===== config.mk =====
export PLATFORM = sky130hd
export DESIGN_NAME = bw_mac_stage
export DESIGN_NICKNAME = d
export VERILOG_FILES = /design/src/rtl/bw_mac_pkg.sv /design/src/rtl/baugh_wooley.sv /design/src/rtl/bw_mac_stage.sv
export SDC_FILE = /design/constraint.sdc
export NUM_CORES = 1
export LEC_CHECK = 0
export BUFFER_PORTS_ARGS = -buffer_cell sky130_fd_sc_hd__buf_2
export CORE_MARGIN = 5
export CORE_UTILIZATION = 60
export CTS_CLUSTER_DIAMETER = 150
export DETAILED_ROUTE_END_ITERATION = 12
export PLACE_DENSITY_LB_ADDON = 0.05
export SETUP_SLACK_MARGIN = 0.3
export SYNTH_ARGS = -nofsm -noshare
export SYNTH_HDL_FRONTEND = slang
export SYNTH_SLANG_ARGS = --single-unit

===== constraint.sdc =====
create_clock -name clk_i -period 16.26 [get_ports clk_i]
set_input_delay 0.813 -clock clk_i [delete_from_list [all_inputs] [get_ports clk_i]]
set_output_delay 0.813 -clock clk_i [all_outputs]
set_load 0.02 [all_outputs]

===== src/rtl/bw_mac_pkg.sv =====
// bw_mac_pkg
//   Shared types and helpers for the bw_mac_stage multiply-accumulate slice.
//   - state_t      : control FSM states of the MAC stage
//   - stage_ctrl_t : control half of the s1 stage register (last/valid flags)
//   - sat_res_t    : result of a saturating add (value plus overflow flag)
//   - sat_add()    : signed add clamped to a caller-chosen bit width
package bw_mac_pkg;

  // Widest signed value sat_add() can operate on. Callers sign-extend
  // narrower operands into this width and pass their real width separately.
  localparam int LC_SAT_MAX_W = 64;

  typedef enum logic [1:0] {
    S_ACCUM = 2'd0,
    S_FLUSH = 2'd1,
    S_OUT   = 2'd2
  } state_t;

  // The operand fields of s1 depend on a module parameter, so the
  // operands live in sized registers next to this struct in the top.
  typedef struct packed {
    logic last;
    logic valid;
  } stage_ctrl_t;

  typedef struct packed {
    logic                    sat;
    logic [LC_SAT_MAX_W-1:0] value;
  } sat_res_t;

  // Adds two sign-extended operands and clamps the sum to the signed range
  // of a width-bit number. width must be below LC_SAT_MAX_W so the raw sum
  // cannot itself overflow.
  function automatic sat_res_t sat_add(input logic signed [LC_SAT_MAX_W-1:0] x,
                                       input logic signed [LC_SAT_MAX_W-1:0] y,
                                       input int                             width);
    logic signed [LC_SAT_MAX_W-1:0] sum;
    logic signed [LC_SAT_MAX_W-1:0] hi;
    logic signed [LC_SAT_MAX_W-1:0] lo;
    sat_res_t                       res;
    sum = x + y;
    hi  = (64'sd1 <<< (width - 1)) - 64'sd1;
    lo  = -(64'sd1 <<< (width - 1));
    res.sat   = 1'b0;
    res.value = sum;
    if (sum > hi) begin
      res.sat   = 1'b1;
      res.value = hi;
    end else if (sum < lo) begin
      res.sat   = 1'b1;
      res.value = lo;
    end
    return res;
  endfunction

endpackage


===== src/rtl/baugh_wooley.sv =====
// baugh_wooley
//   Combinational signed x signed multiplier using the modified
//   Baugh-Wooley partial-product array: partial products that mix exactly
//   one sign bit are inverted, and the constants 2^n and 2^(2n-1) correct
//   the sum, so the whole array can be added as unsigned bits.
// Ports:
//   a_i [p_width-1:0]   signed multiplicand
//   b_i [p_width-1:0]   signed multiplier
//   p_o [2*p_width-1:0] signed product
module baugh_wooley #(
  parameter int p_width = 8
) (
  input  logic [p_width-1:0]   a_i,
  input  logic [p_width-1:0]   b_i,
  output logic [2*p_width-1:0] p_o
);

  localparam logic [2*p_width-1:0] LC_ONE = {{(2*p_width-1){1'b0}}, 1'b1};

  logic [2*p_width-1:0] sum;
  logic [2*p_width-1:0] term;

  // Sum every weighted partial-product bit, then add the two correction
  // constants; the result wraps naturally to 2*p_width bits.
  always_comb begin
    sum  = '0;
    term = '0;
    for (int i = 0; i < p_width; i++) begin
      for (int j = 0; j < p_width; j++) begin
        term = '0;
        if ((i == p_width - 1) != (j == p_width - 1)) begin
          term[0] = ~(a_i[i] & b_i[j]);
        end else begin
          term[0] = a_i[i] & b_i[j];
        end
        sum = sum + (term << (i + j));
      end
    end
    sum = sum + (LC_ONE << p_width) + (LC_ONE << (2 * p_width - 1));
    p_o = sum;
  end

endmodule


===== src/rtl/bw_mac_stage.sv =====
// bw_mac_stage
//   Streaming signed multiply-accumulate stage. Operand pairs arrive over a
//   valid/ready handshake, are registered into s1 and multiplied by the
//   baugh_wooley multiplier; products are sign-extended and accumulated
//   until a beat flagged last has been folded in, then the dot product and
//   beat count are offered over an output valid/ready handshake.
// Configuration:
//   BW_MAC_SAT_EN defined   : every accumulate step clamps to the signed
//                             p_acc_width range and sat_o reports a clamp
//                             anywhere in the vector.
//   BW_MAC_SAT_EN undefined : accumulation wraps, sat_o is constant 0.
// Ports:
//   clk_i        clock, rising edge
//   rst_ni       synchronous active-low reset
//   clear_i      synchronous abort of the vector in progress
//   in_valid_i   operand beat valid
//   in_ready_o   stage can take a beat
//   a_i, b_i     signed operands
//   last_i       final beat of the vector
//   out_valid_o  result valid
//   out_ready_i  downstream takes the result
//   result_o     signed accumulated result
//   count_o      beats in the vector (saturates at all-ones)
//   sat_o        accumulator clamped during this vector
module bw_mac_stage
  import bw_mac_pkg::*;
#(
  parameter int p_width     = 8,
  parameter int p_acc_width = 32,
  parameter int p_cnt_width = 8
) (
  input  logic                   clk_i,
  input  logic                   rst_ni,
  input  logic                   clear_i,
  input  logic                   in_valid_i,
  output logic                   in_ready_o,
  input  logic [p_width-1:0]     a_i,
  input  logic [p_width-1:0]     b_i,
  input  logic                   last_i,
  output logic                   out_valid_o,
  input  logic                   out_ready_i,
  output logic [p_acc_width-1:0] result_o,
  output logic [p_cnt_width-1:0] count_o,
  output logic                   sat_o
);

  state_t                   state_q, state_d;
  stage_ctrl_t              s1_q;
  logic [p_width-1:0]       s1_a_q, s1_b_q;
  logic [2*p_width-1:0]     prod;
  logic [p_acc_width-1:0]   prod_ext;
  logic [p_acc_width-1:0]   acc_q;
  logic [p_acc_width-1:0]   acc_sum;
  logic                     acc_ovf;
  logic [p_acc_width-1:0]   flush_sum;
  logic                     flush_ovf;
  logic [p_cnt_width-1:0]   cnt_q;
  logic                     sat_q;
  logic [p_acc_width-1:0]   result_q;
  logic [p_cnt_width-1:0]   count_q;
  logic                     out_valid_q;
  logic                     sat_out_q;
  logic                     accept;

  baugh_wooley #(
    .p_width(p_width)
  ) u_mult (
    .a_i(s1_a_q),
    .b_i(s1_b_q),
    .p_o(prod)
  );

  assign prod_ext = p_acc_width'($signed(prod));

  // One accumulate step: acc_q plus the product currently sitting in s1.
`ifdef BW_MAC_SAT_EN
  sat_res_t step_res;

  always_comb begin
    step_res = sat_add(LC_SAT_MAX_W'($signed(acc_q)),
                       LC_SAT_MAX_W'($signed(prod_ext)), p_acc_width);
    acc_sum  = step_res.value[p_acc_width-1:0];
    acc_ovf  = step_res.sat;
  end
`else
  always_comb begin
    acc_sum = acc_q + prod_ext;
    acc_ovf = 1'b0;
  end
`endif

  // The flush step only folds in s1 when it really holds the last beat;
  // this keeps the result sane if the FSM ever reaches flush otherwise.
  always_comb begin
    flush_sum = acc_q;
    flush_ovf = 1'b0;
    if (s1_q.valid && s1_q.last) begin
      flush_sum = acc_sum;
      flush_ovf = acc_ovf;
    end
  end

  // Next state and input ready. Reset and clear both force the stage idle
  // and block input so that an abort always wins over a new beat.
  always_comb begin
    state_d    = state_q;
    in_ready_o = 1'b0;
    if (!rst_ni || clear_i) begin
      state_d = S_ACCUM;
    end else begin
      case (state_q)
        S_ACCUM: begin
          in_ready_o = 1'b1;
          if (in_valid_i && last_i) begin
            state_d = S_FLUSH;
          end
        end
        S_FLUSH: state_d = S_OUT;
        S_OUT: begin
          if (out_ready_i) begin
            state_d = S_ACCUM;
          end
        end
        default: state_d = S_ACCUM;
      endcase
    end
  end

  assign accept = in_valid_i && in_ready_o;

  always_ff @(posedge clk_i) begin
    if (!rst_ni) begin
      state_q <= S_ACCUM;
    end else begin
      state_q <= state_d;
    end
  end

  // Datapath: s1 capture, accumulation, beat counting and the output
  // register. The output register keeps its contents on clear so only
  // reset zeroes result_o/count_o.
  always_ff @(posedge clk_i) begin
    if (!rst_ni) begin
      s1_q        <= '0;
      s1_a_q      <= '0;
      s1_b_q      <= '0;
      acc_q       <= '0;
      cnt_q       <= '0;
      sat_q       <= 1'b0;
      result_q    <= '0;
      count_q     <= '0;
      out_valid_q <= 1'b0;
      sat_out_q   <= 1'b0;
    end else if (clear_i) begin
      s1_q        <= '0;
      acc_q       <= '0;
      cnt_q       <= '0;
      sat_q       <= 1'b0;
      out_valid_q <= 1'b0;
      sat_out_q   <= 1'b0;
    end else begin
      case (state_q)
        S_ACCUM: begin
          if (s1_q.valid) begin
            acc_q <= acc_sum;
            sat_q <= sat_q | acc_ovf;
          end
          s1_q.valid <= accept;
          if (accept) begin
            s1_q.last <= last_i;
            s1_a_q    <= a_i;
            s1_b_q    <= b_i;
            if (cnt_q != {p_cnt_width{1'b1}}) begin
              cnt_q <= cnt_q + 1'b1;
            end
          end
        end
        S_FLUSH: begin
          result_q    <= flush_sum;
          count_q     <= cnt_q;
          sat_out_q   <= sat_q | flush_ovf;
          out_valid_q <= 1'b1;
          acc_q       <= '0;
          cnt_q       <= '0;
          sat_q       <= 1'b0;
          s1_q        <= '0;
        end
        S_OUT: begin
          if (out_ready_i) begin
            out_valid_q <= 1'b0;
          end
        end
        default: begin
          out_valid_q <= 1'b0;
        end
      endcase
    end
  end

  assign out_valid_o = out_valid_q;
  assign result_o    = result_q;
  assign count_o     = count_q;
  assign sat_o       = sat_out_q;

endmodule

==> results of run 1 <==
-- power by group --
group	switching [uW]	internal, uW
Sequential	5.98	252
Clock	103	120
Combinational	81.1	47.4
-- flip-flops by register name, indices dropped and copies added, names as in the netlist --
| signal | flops |
|---|---|
| out_valid_o | 1 |
| s1_b_q | 8 |
| count_o | 8 |
| state_q | 2 |
| s1_a_q | 8 |
| cnt_q | 8 |
| s1_q | 2 |
| result_o | 32 |
| acc_q | 32 |
-- per-stage QoR --
stage          setup WS (ps)  cells  power [uW]
6_report                9283   1106       610.3
5_1_grt                 8852   1106       638.5
4_1_cts                 9317   1106       613.1
3_5_place_dp            9341   1090       390.7
3_3_place_gp            9472   1090       387.3
2_1_floorplan           9792    918       361.6
-- logic make-up after synthesis --
kind of cell    count (synthesis)  synth area share, %
compound gates                214                18.61
xor+xnor                       44                5.355
fa+ha+maj                     102                21.38
buf+inv                       102                5.304
flops                         101                27.56
mux                             4               0.5457
other cells                     1              0.05111
simple gates                  350                21.20
-- worst max-delay path, stage by stage (launching register included) --
cell and delay, ps:
dfxtp_1 520, nand2_1 120, fa_1 510, inv_1 50
fa_1 460, fa_1 540, inv_1 50, fa_1 520
inv_1 50, ha_1 320, inv_1 90, o21bai_2 100
a311o_1 390, a31o_1 230, a21oi_2 170, xnor2_2 200
inv_2 250, ha_1 390, a21oi_1 280, o211a_1 200
a31oi_1 130, o21ai_2 230, a211oi_2 120, o31ai_1 410
nand3_1 160, a31o_1 240, a31oi_1 150
-- cell type report --
cell class                      count  area [um^2]  share of cell area (%)
Multi-Input combinational cell    715         4933                   61.56
Timing Repair Buffer               69        360.3                   4.496
Inverter                           58        217.7                   2.717
Sequential cell                   101         2022                   25.23
Clock inverter                      7        71.32                  0.8899
Tap cell                          147        183.9                   2.295
Clock buffer                        9        225.2                   2.810
-- synthesized netlist by cell type, types with 24 or more instances --
cell type	n	area share (%)
and2_1	44	3.8
nand3_1	30	2.0
nor2_1	67	3.4
dfxtp_1	101	28
a21oi_1	85	5.8
clkbuf_1	39	2.0
inv_1	57	2.9
o21ai_0	31	2.1
nand2_1	166	8.5
fa_1	39	11
xnor2_1	24	2.9
ha_1	63	11
-- worst paths after layout --
check | from | end | slack [ps] | cells past startpoint
max | s1_b_q[3]$_SDFFE_PN0P_ | result_o[31]$_SDFFE_PN0P_ | 9280 | 26
min | count_o[6]$_SDFFE_PN0P_ | count_o[6]$_SDFFE_PN0P_ | 460 | 2
max reg2reg | s1_b_q[3]$_SDFFE_PN0P_ | result_o[31]$_SDFFE_PN0P_ | 9280 | 26
min reg2reg | count_o[6]$_SDFFE_PN0P_ | count_o[6]$_SDFFE_PN0P_ | 460 | 2
-- routing by layer --
metal | track usage, % | vias up
met5 | 0 | -
met4 | 7.932 | 0
met3 | 4.303 | 26
met2 | 42.09 | 191
met1 | 34.82 | 3109
li1 | - | 3208
==> metrics, run 1 <==
Hold-fix buffers, CTS 0; most frequent cells in the layout 166 x nand2_1, 101 x dfxtp_1, 85 x a21oi_1; Slew Limit Headroom 27.47%; max-cap viol count 0; Primary FF master, synth dfxtp_1; synth unique cells 50; syn_area_per_cell 7.992 um^2; vias in the first global route 6,319; DRT iter0 DRCs 477; Max Used Layer met4; chip width between 100 and 150 um; per-cell routed wire length approximately 16 um; Total Routing Usage GR 25.69%; TNS Setup 0 ps; cell area after layout 8014 um^2; CTS Sinks 101; Routed WL around 18,000 um; Starting Density 61.08%; CP required ~17,000 ps; Cell Area, Synth approximately 7300 um^2; Total Nets Final 1,078; gr ovfl total 0; outcome finished, final reports clean; Post-synth ARST share 0%; TritonRoute pass-1 iters 5; die height approximately 120 um; htree depth 3; number of flops mapped to enable cells by yosys 0; Seq/Total Area, Yosys 27.56%; DRT met1 WL a little over 8000 um; core area 12,010 um^2; fmax roughly 0.14 GHz; synthesis-stage register bit count 101; final hold violation count 0; DR vias/cell approximately 5.9; row count 40; FILL cells 1,080; met3 wire len 967 um; synth warn 0; PwrDens 76.15 nW/um^2; Buffers on Ports 63; crit path launch type register; largest fanout on the critical path 19; CTS tree built; final setup skew 7.224 ps; RSZ-0062 raised after global routing no; Critical Path Sink Type register; die area about 15,000 um^2; CTS root buffer clkbuf_16; Peak VDD IR 72.77 uV; Pleak 0.003575 uW; worst hold path class reg -> reg; share of cells above drive strength 1 9.906%; first-pass GRT wire length ~30,000 um; syn nets 1,042; ant diodes 0; initial antenna violation count 0; CTS Buf Count 9; Cells after Synth 918; most common cell after layout, fill and taps aside nand2_1; Placer Congestion 0.9757; Resized cells post-CTS 0; via count 6,534; # IOs 65; postcts setup bufs 0; placed cell area 7717 um^2; DRT antenna net count 0; area grow syn2layout 9.226%; hold slack ~460 ps; Final period util 42.91%; DRC 0; Clock transition at path regs 70 ps; crit path DAT between 7000 and 8000 ps; WL met2 8421 um; largest net degree at the start of global routing 52; # setup viols final 0; post-route minimum period 6977 ps; Worst Tran Pin Value 1085 ps; Clock Latency Late Sink about 360 ps; HPWL after DPL 13,110 um; fin util between 60% and 70%; Crit Path Class reg -> reg; Max Slew Vio Count 0; maximum clock path buffer count 2
(Power assumes the default switching activity.)
==> run 2, diff against run 1 <==
Settings changed: CORE_UTILIZATION 60 to 55.
Clock period 16.26 ns to 6.2 ns, I/O delays scaled along.
==> run 2 against run 1 <==
Compared with the run above: global-route usage decreased by 1.1 points; largest cell class unchanged; maximum frequency up 13%; utilization increased by 3.1 points; power rose to 2.9 times the previous value; worst hold slack lost 280 ps; clock-buffer cell count increased by 1; critical path depth increased by 3; sequential share of layout area shrank 2.7 points; clock skew is essentially flat; setup slack got worse by 9300 ps.
==> metrics, run 2 (synthesis results as in run 1) <==
setup ws final 20.18 ps (-9263 ps); share of cells above drive strength 1 25.88% (+16 points); # setup viols final 0 (unchanged); Total Nets Final 1,147 (+6.4%); Clock transition at path regs 80 ps (about the same); CTS tree built; register area 2064 um^2 (+2.1%); worst hold path class in -> reg; outcome finished, final reports clean; Largest stage delay, worst path 530 ps (about the same); largest net degree at the start of global routing 48 (-7.7%); Pleak 0.004000 uW (+12%); # IOs 65 (unchanged); DRC 0 (unchanged); CTS root buffer clkbuf_16; ant diodes 0 (unchanged); Critical Path Sink Type register; CTS Buf Count 9 (unchanged); htree depth 3 (unchanged); final setup skew 7.193 ps (-0.03048 ps); Clock Latency Late Sink 360 ps (about the same); Max Slew Vio Count 0 (unchanged); Final period util 99.67% (+57 points); Slew Limit Headroom 18.73% (-8.7 points); TritonRoute pass-1 iters 5 (unchanged); largest fanout on the critical path 6 (-13); Total Routing Usage GR 24.58% (-1.1 points); die area 15,750 um^2 (+8.3%); CP required 6440 ps (-10,110 ps); chip width 125.5 um (+4.1%); most common cell after layout, fill and taps aside nand2_1; initial antenna violation count 0 (unchanged); DRT iter0 DRCs 407 (-15%); final hold violation count 0 (unchanged); fin util 69.82% (+3.1 points); DR vias/cell 5.707 (-3.4%); CTS Sinks 101 (unchanged); Starting Density 55.85% (-5.2 points); vias in the first global route 6,733 (+6.6%); row count 42 (+5.0%); PwrDens 191.0 nW/um^2 (+150%); DRT antenna net count 0 (unchanged); crit path launch type register; area grow syn2layout 25.02%; Final Total Pwr 1752 uW (+190%); Crit-path slowest cell fa_2; RSZ-0062 raised after global routing yes; hold slack 171.5 ps (-283.7 ps); Peak VDD IR 140.4 uV (+93%); core area 13,140 um^2 (+9.4%); most frequent cells in the layout 163 x nand2_1, 85 x dfxtp_1, 72 x a21oi_1; post-route minimum period 6180 ps (-797.0 ps); TNS Setup 0 ps (unchanged); HPWL after DPL 14,090 um (+7.5%); Setup WS pre-CTS -174.3 ps (-9516 ps); Routed WL 19,670 um (+9.6%); per-cell routed wire length 16.34 um (+0.64%); Worst Tran Pin Value 1216 ps (+130.8 ps); gr ovfl total 0 (unchanged); first-pass GRT wire length 32,040 um (+5.6%); Buffers on Ports 63 (unchanged); fmax 0.1618 GHz (+13%); die height 125.5 um (+4.1%); via count 6,871 (+5.2%); Multi-input gate area 5465 um^2 (+11%); Placer Congestion 0.8588 (-12%); Crit Path Class reg -> reg; crit path DAT 6420 ps (-840 ps); max-cap viol count 0 (unchanged); maximum clock path buffer count 2 (unchanged); FILL cells 1,080 (unchanged)
run 2: power by group:
group	switching, uW	total [uW]	leakage (uW)	internal (uW)
registers	14.1	674	0.000826	660
logic	277	508	0.00304	232
clock network	279	570	0.000138	290
run 2: path summary, 6_finish.rpt:
path	from	endpoint	slack, ps	depth (start not counted)
worst max register to register	s1_a_q[3]$_SDFFE_PN0P_	acc_q[31]$_SDFFE_PP0P_	20	29
worst max-delay path	s1_a_q[3]$_SDFFE_PN0P_	acc_q[31]$_SDFFE_PP0P_	20	29
worst min register to register	count_o[6]$_SDFFE_PN0P_	count_o[6]$_SDFFE_PN0P_	460	2
worst min-delay path	a_i[4]	s1_a_q[4]$_SDFFE_PN0P_	170	3
run 2: area by class of cell:
| class | instances | share of cell area (%) |
|---|---|---|
| clock inverter | 6 | 0.5729 |
| sequential | 101 | 22.51 |
| timing repair inverter | 1 | 0.06820 |
| timing repair buffer | 137 | 9.712 |
| inverter | 58 | 2.551 |
| tap | 176 | 2.401 |
| clock buffer | 10 | 2.605 |
| multi-input combinational | 715 | 59.58 |
run 2: critical path: cells and delay by family (launching register included):
kind / cells / cell delay (ps)
buffers and inverters: 7 / 720
adder cells (fa/ha/maj): 6 / 2470
XOR/XNOR: 1 / 140
AO/OA/AOI/OAI: 8 / 1440
AND/OR/NAND/NOR: 7 / 900
flip-flops: 1 / 370
run 2: metrics by stage:
step / area [um^2] / std cells
2_1_floorplan: 7632 / 918
3_3_place_gp: 8346 / 1164
3_5_place_dp: 8346 / 1164
4_1_cts: 8890 / 1194
5_1_grt: 9173 / 1204
6_report: 9173 / 1204
run 2: repair_timing:
item                       in CTS  in global routing
setup endpoints to repair      29                 31
cloned                          1                  0
setup buffers                  13                 10
pin swaps                      31                 38
hold buffers                    0                  0
resized for setup              47                 56
run 2: routing by layer:
metal  wire, um  track usage, %  vias up  part of all wire, %
li1           -               -     3338                    -
met4        369           8.610        0                  1.9
met5          0               0        -                    0
met2       9508           41.13      206                   48
met1       8707           32.30     3295                   44
met3       1083           3.923       32                  5.5
==> run 3, diff against run 2 <==
Settings changed: CORE_UTILIZATION 55 to 56, CTS_BUF_LIST set to sky130_fd_sc_hd__clkbuf_2.
==> run 3 against run 2 <==
Compared with the run above: flip-flop and latch count is the same; clock power shrank 40%; highest routed layer unchanged; cell count grew 1.8%; register-to-register slack lost 30 ps; largest power group unchanged; first-iteration DRC count grew 48%; clock-buffer cell count is the same; worst hold slack gained 130 ps; the flow now finishes with violations (negative setup slack); setup slack got worse by 26 ps; via count rose by 3.1%.
==> metrics, run 3 (synthesis results as in run 1) <==
CTS root buffer clkbuf_2; start point of the critical path s1_a_q[6]$_SDFFE_PN0P_; Buffers on Ports 63 (unchanged); Pleak 0.004070 uW (+1.8%); # setup viols final 1 (+1); HPWL after DPL 14,020 um (-0.50%); die height 124.5 um (-0.82%); largest net degree at the start of global routing 52 (+8.3%); post-route minimum period 6206 ps (+26.17 ps); Max Slew Vio Count 0 (unchanged); r2r startpoint s1_a_q[6]$_SDFFE_PN0P_; Peak VDD IR 132.8 uV (-5.4%); DRC 0 (unchanged); TNS Setup -5.986 ps (-5.986 ps); PwrDens 166.9 nW/um^2 (-13%); gr ovfl total 0 (unchanged); share of cells above drive strength 1 26.97% (+1.1 points); Routed WL 20,760 um (+5.5%); fin util 73.80% (+4.0 points); worst hold path class in -> reg; DRT antenna net count 0 (unchanged); min-delay src in_valid_i; maximum clock path buffer count 2 (unchanged); Final period util 100.1% (+0.42 points); CTS Buf Count 9 (unchanged); initial antenna violation count 1 (+1); Placer Congestion 0.8870 (+3.3%); htree depth 3 (unchanged); core area 12,720 um^2 (-3.2%); Crit Path Class reg -> reg; Clock Latency Late Sink 650 ps (+290 ps); Setup crit end acc_q[31]$_SDFFE_PP0P_; first-pass GRT wire length 33,580 um (+4.8%); Worst Tran Pin Value 1100 ps (-115.9 ps); vias in the first global route 7,018 (+4.2%); Slew Limit Headroom 26.48% (+7.7 points); chip width 124.5 um (-0.82%); RSZ-0062 raised after global routing yes; CTS Sinks 101 (unchanged); crit path launch type register; most common cell after layout, fill and taps aside nand2_1; Non-Filler Instances 1,226 (+1.8%); final setup skew 30.27 ps (+23.07 ps); Starting Density 57.67% (+1.8 points); DRT iter0 DRCs 601 (+48%); Clock transition at path regs 290 ps (+210 ps); max-cap viol count 0 (unchanged); crit path DAT 6780 ps (+360 ps); # IOs 65 (unchanged); CP required 6770 ps (+330 ps); die area 15,490 um^2 (-1.6%); via count 7,082 (+3.1%); TritonRoute pass-1 iters 5 (unchanged); Critical Path Sink Type register; CTS tree built; dpl cells 1,161 (-0.26%); outcome complete, but fails checks; most frequent cells in the layout 164 x nand2_1, 85 x dfxtp_1, 72 x a21oi_1, 72 x buf_4, 63 x buf_2; DR vias/cell 5.777 (+1.2%); largest fanout on the critical path 5 (-1); final hold violation count 0 (unchanged); Total Nets Final 1,172 (+2.2%); failing checks negative setup slack; Total Routing Usage GR 25.97% (+1.4 points); area grow syn2layout 27.97%; row count 41 (-2.4%); setup ws final -5.986 ps (-26.17 ps); fmax 0.1611 GHz (-0.42%); per-cell routed wire length 16.93 um (+3.6%); register-to-register setup slack -6 ps (-30 ps); cells on worst reg2reg path 26 (-10%); worst r2r dst acc_q[31]$_SDFFE_PP0P_
[run 3: power breakdown]
part,leakage [uW],switching (uW),internal [uW]
clock network,0.0000744,245,99.4
registers,0.000827,15.5,663
logic,0.00317,292,253
total,0.00407,553,1010
[run 3: layer usage]
| layer | wire, um | vias to the layer above | global-route usage [%] | part of all wire (%) |
|---|---|---|---|---|
| met2 | 10290 | 216 | 44.37 | 50 |
| met1 | 8935 | 3421 | 33.20 | 43 |
| met3 | 1002 | 49 | 3.945 | 4.8 |
| met4 | 525 | 0 | 9.542 | 2.5 |
| li1 | - | 3396 | - | - |
| met5 | 0 | - | 0 | 0 |
[run 3: final cells by class]
class / count / area (um^2)
clock inverters: 6 / 71.32
well taps: 172 / 215.2
inverters: 58 / 234.0
flip-flops and latches: 101 / 2069
multi-input cells: 715 / 5605
fillers: 984 / 3333
repair buffers: 162 / 1135
clock buffers: 10 / 50.05
repair inverters: 1 / 6.256
diodes: 1 / 2.502
[run 3: per-stage QoR]
| stage | total power, uW | worst slack [ps] | hold WS [ps] | instance area (um^2) |
|---|---|---|---|---|
| 6_report | 1567 | -5.986 | 305.7 | 9389 |
| 3_3_place_gp | 1103 | -17.19 | 443.8 | 8348 |
| 2_1_floorplan | 992.9 | 245.6 | 422.1 | 7632 |
| 3_5_place_dp | 1113 | -158.3 | 448.4 | 8348 |
| 4_1_cts | 1504 | 118.3 | 217.2 | 8970 |
| 5_1_grt | 1652 | -276.1 | 295.5 | 9389 |
[run 3: how the worst min path moves through the flow]
stage,endpoint,cells after the start
after floorplan,state_q[0]$_SDFFE_PP0P_,2
after CTS,s1_q[0]$_SDFFE_PP0P_,3
final,s1_q[0]$_SDFFE_PP0P_,3
after global placement,count_o[7]$_SDFFE_PN0P_,2
after global routing,s1_b_q[0]$_SDFFE_PN0P_,4
after detailed placement,count_o[5]$_SDFFE_PN0P_,2
[run 3: worst max-delay path, cell delays in order, from the launching register on]
cell and delay, ps:
dfxtp_4 440, buf_4 150, and2_1 160, fa_1 500
inv_1 50, fa_1 500, fa_1 540, inv_1 60
ha_4 250, ha_4 170, or3_4 350, a311o_1 300
a31o_1 200, a21oi_2 160, xnor2_2 130, bufinv_8 230
ha_4 240, a21oi_4 170, o211a_1 200, a31oi_4 110
o21ai_2 200, a211oi_2 110, buf_4 180, nor3_4 290
nor4_2 70, a311oi_1 250, a31oi_1 120
[run 3: timing repair]
| item | 4_1_cts | 5_1_grt |
|---|---|---|
| gates resized for setup | 54 | 69 |
| endpoints found under the hold margin | 36 | 0 |
| setup endpoints to repair | 31 | 33 |
| buffers inserted | 17 | 10 |
| pin swaps | 33 | 49 |
| hold buffers | 20 | 0 |
| cloned | 1 | 0 |
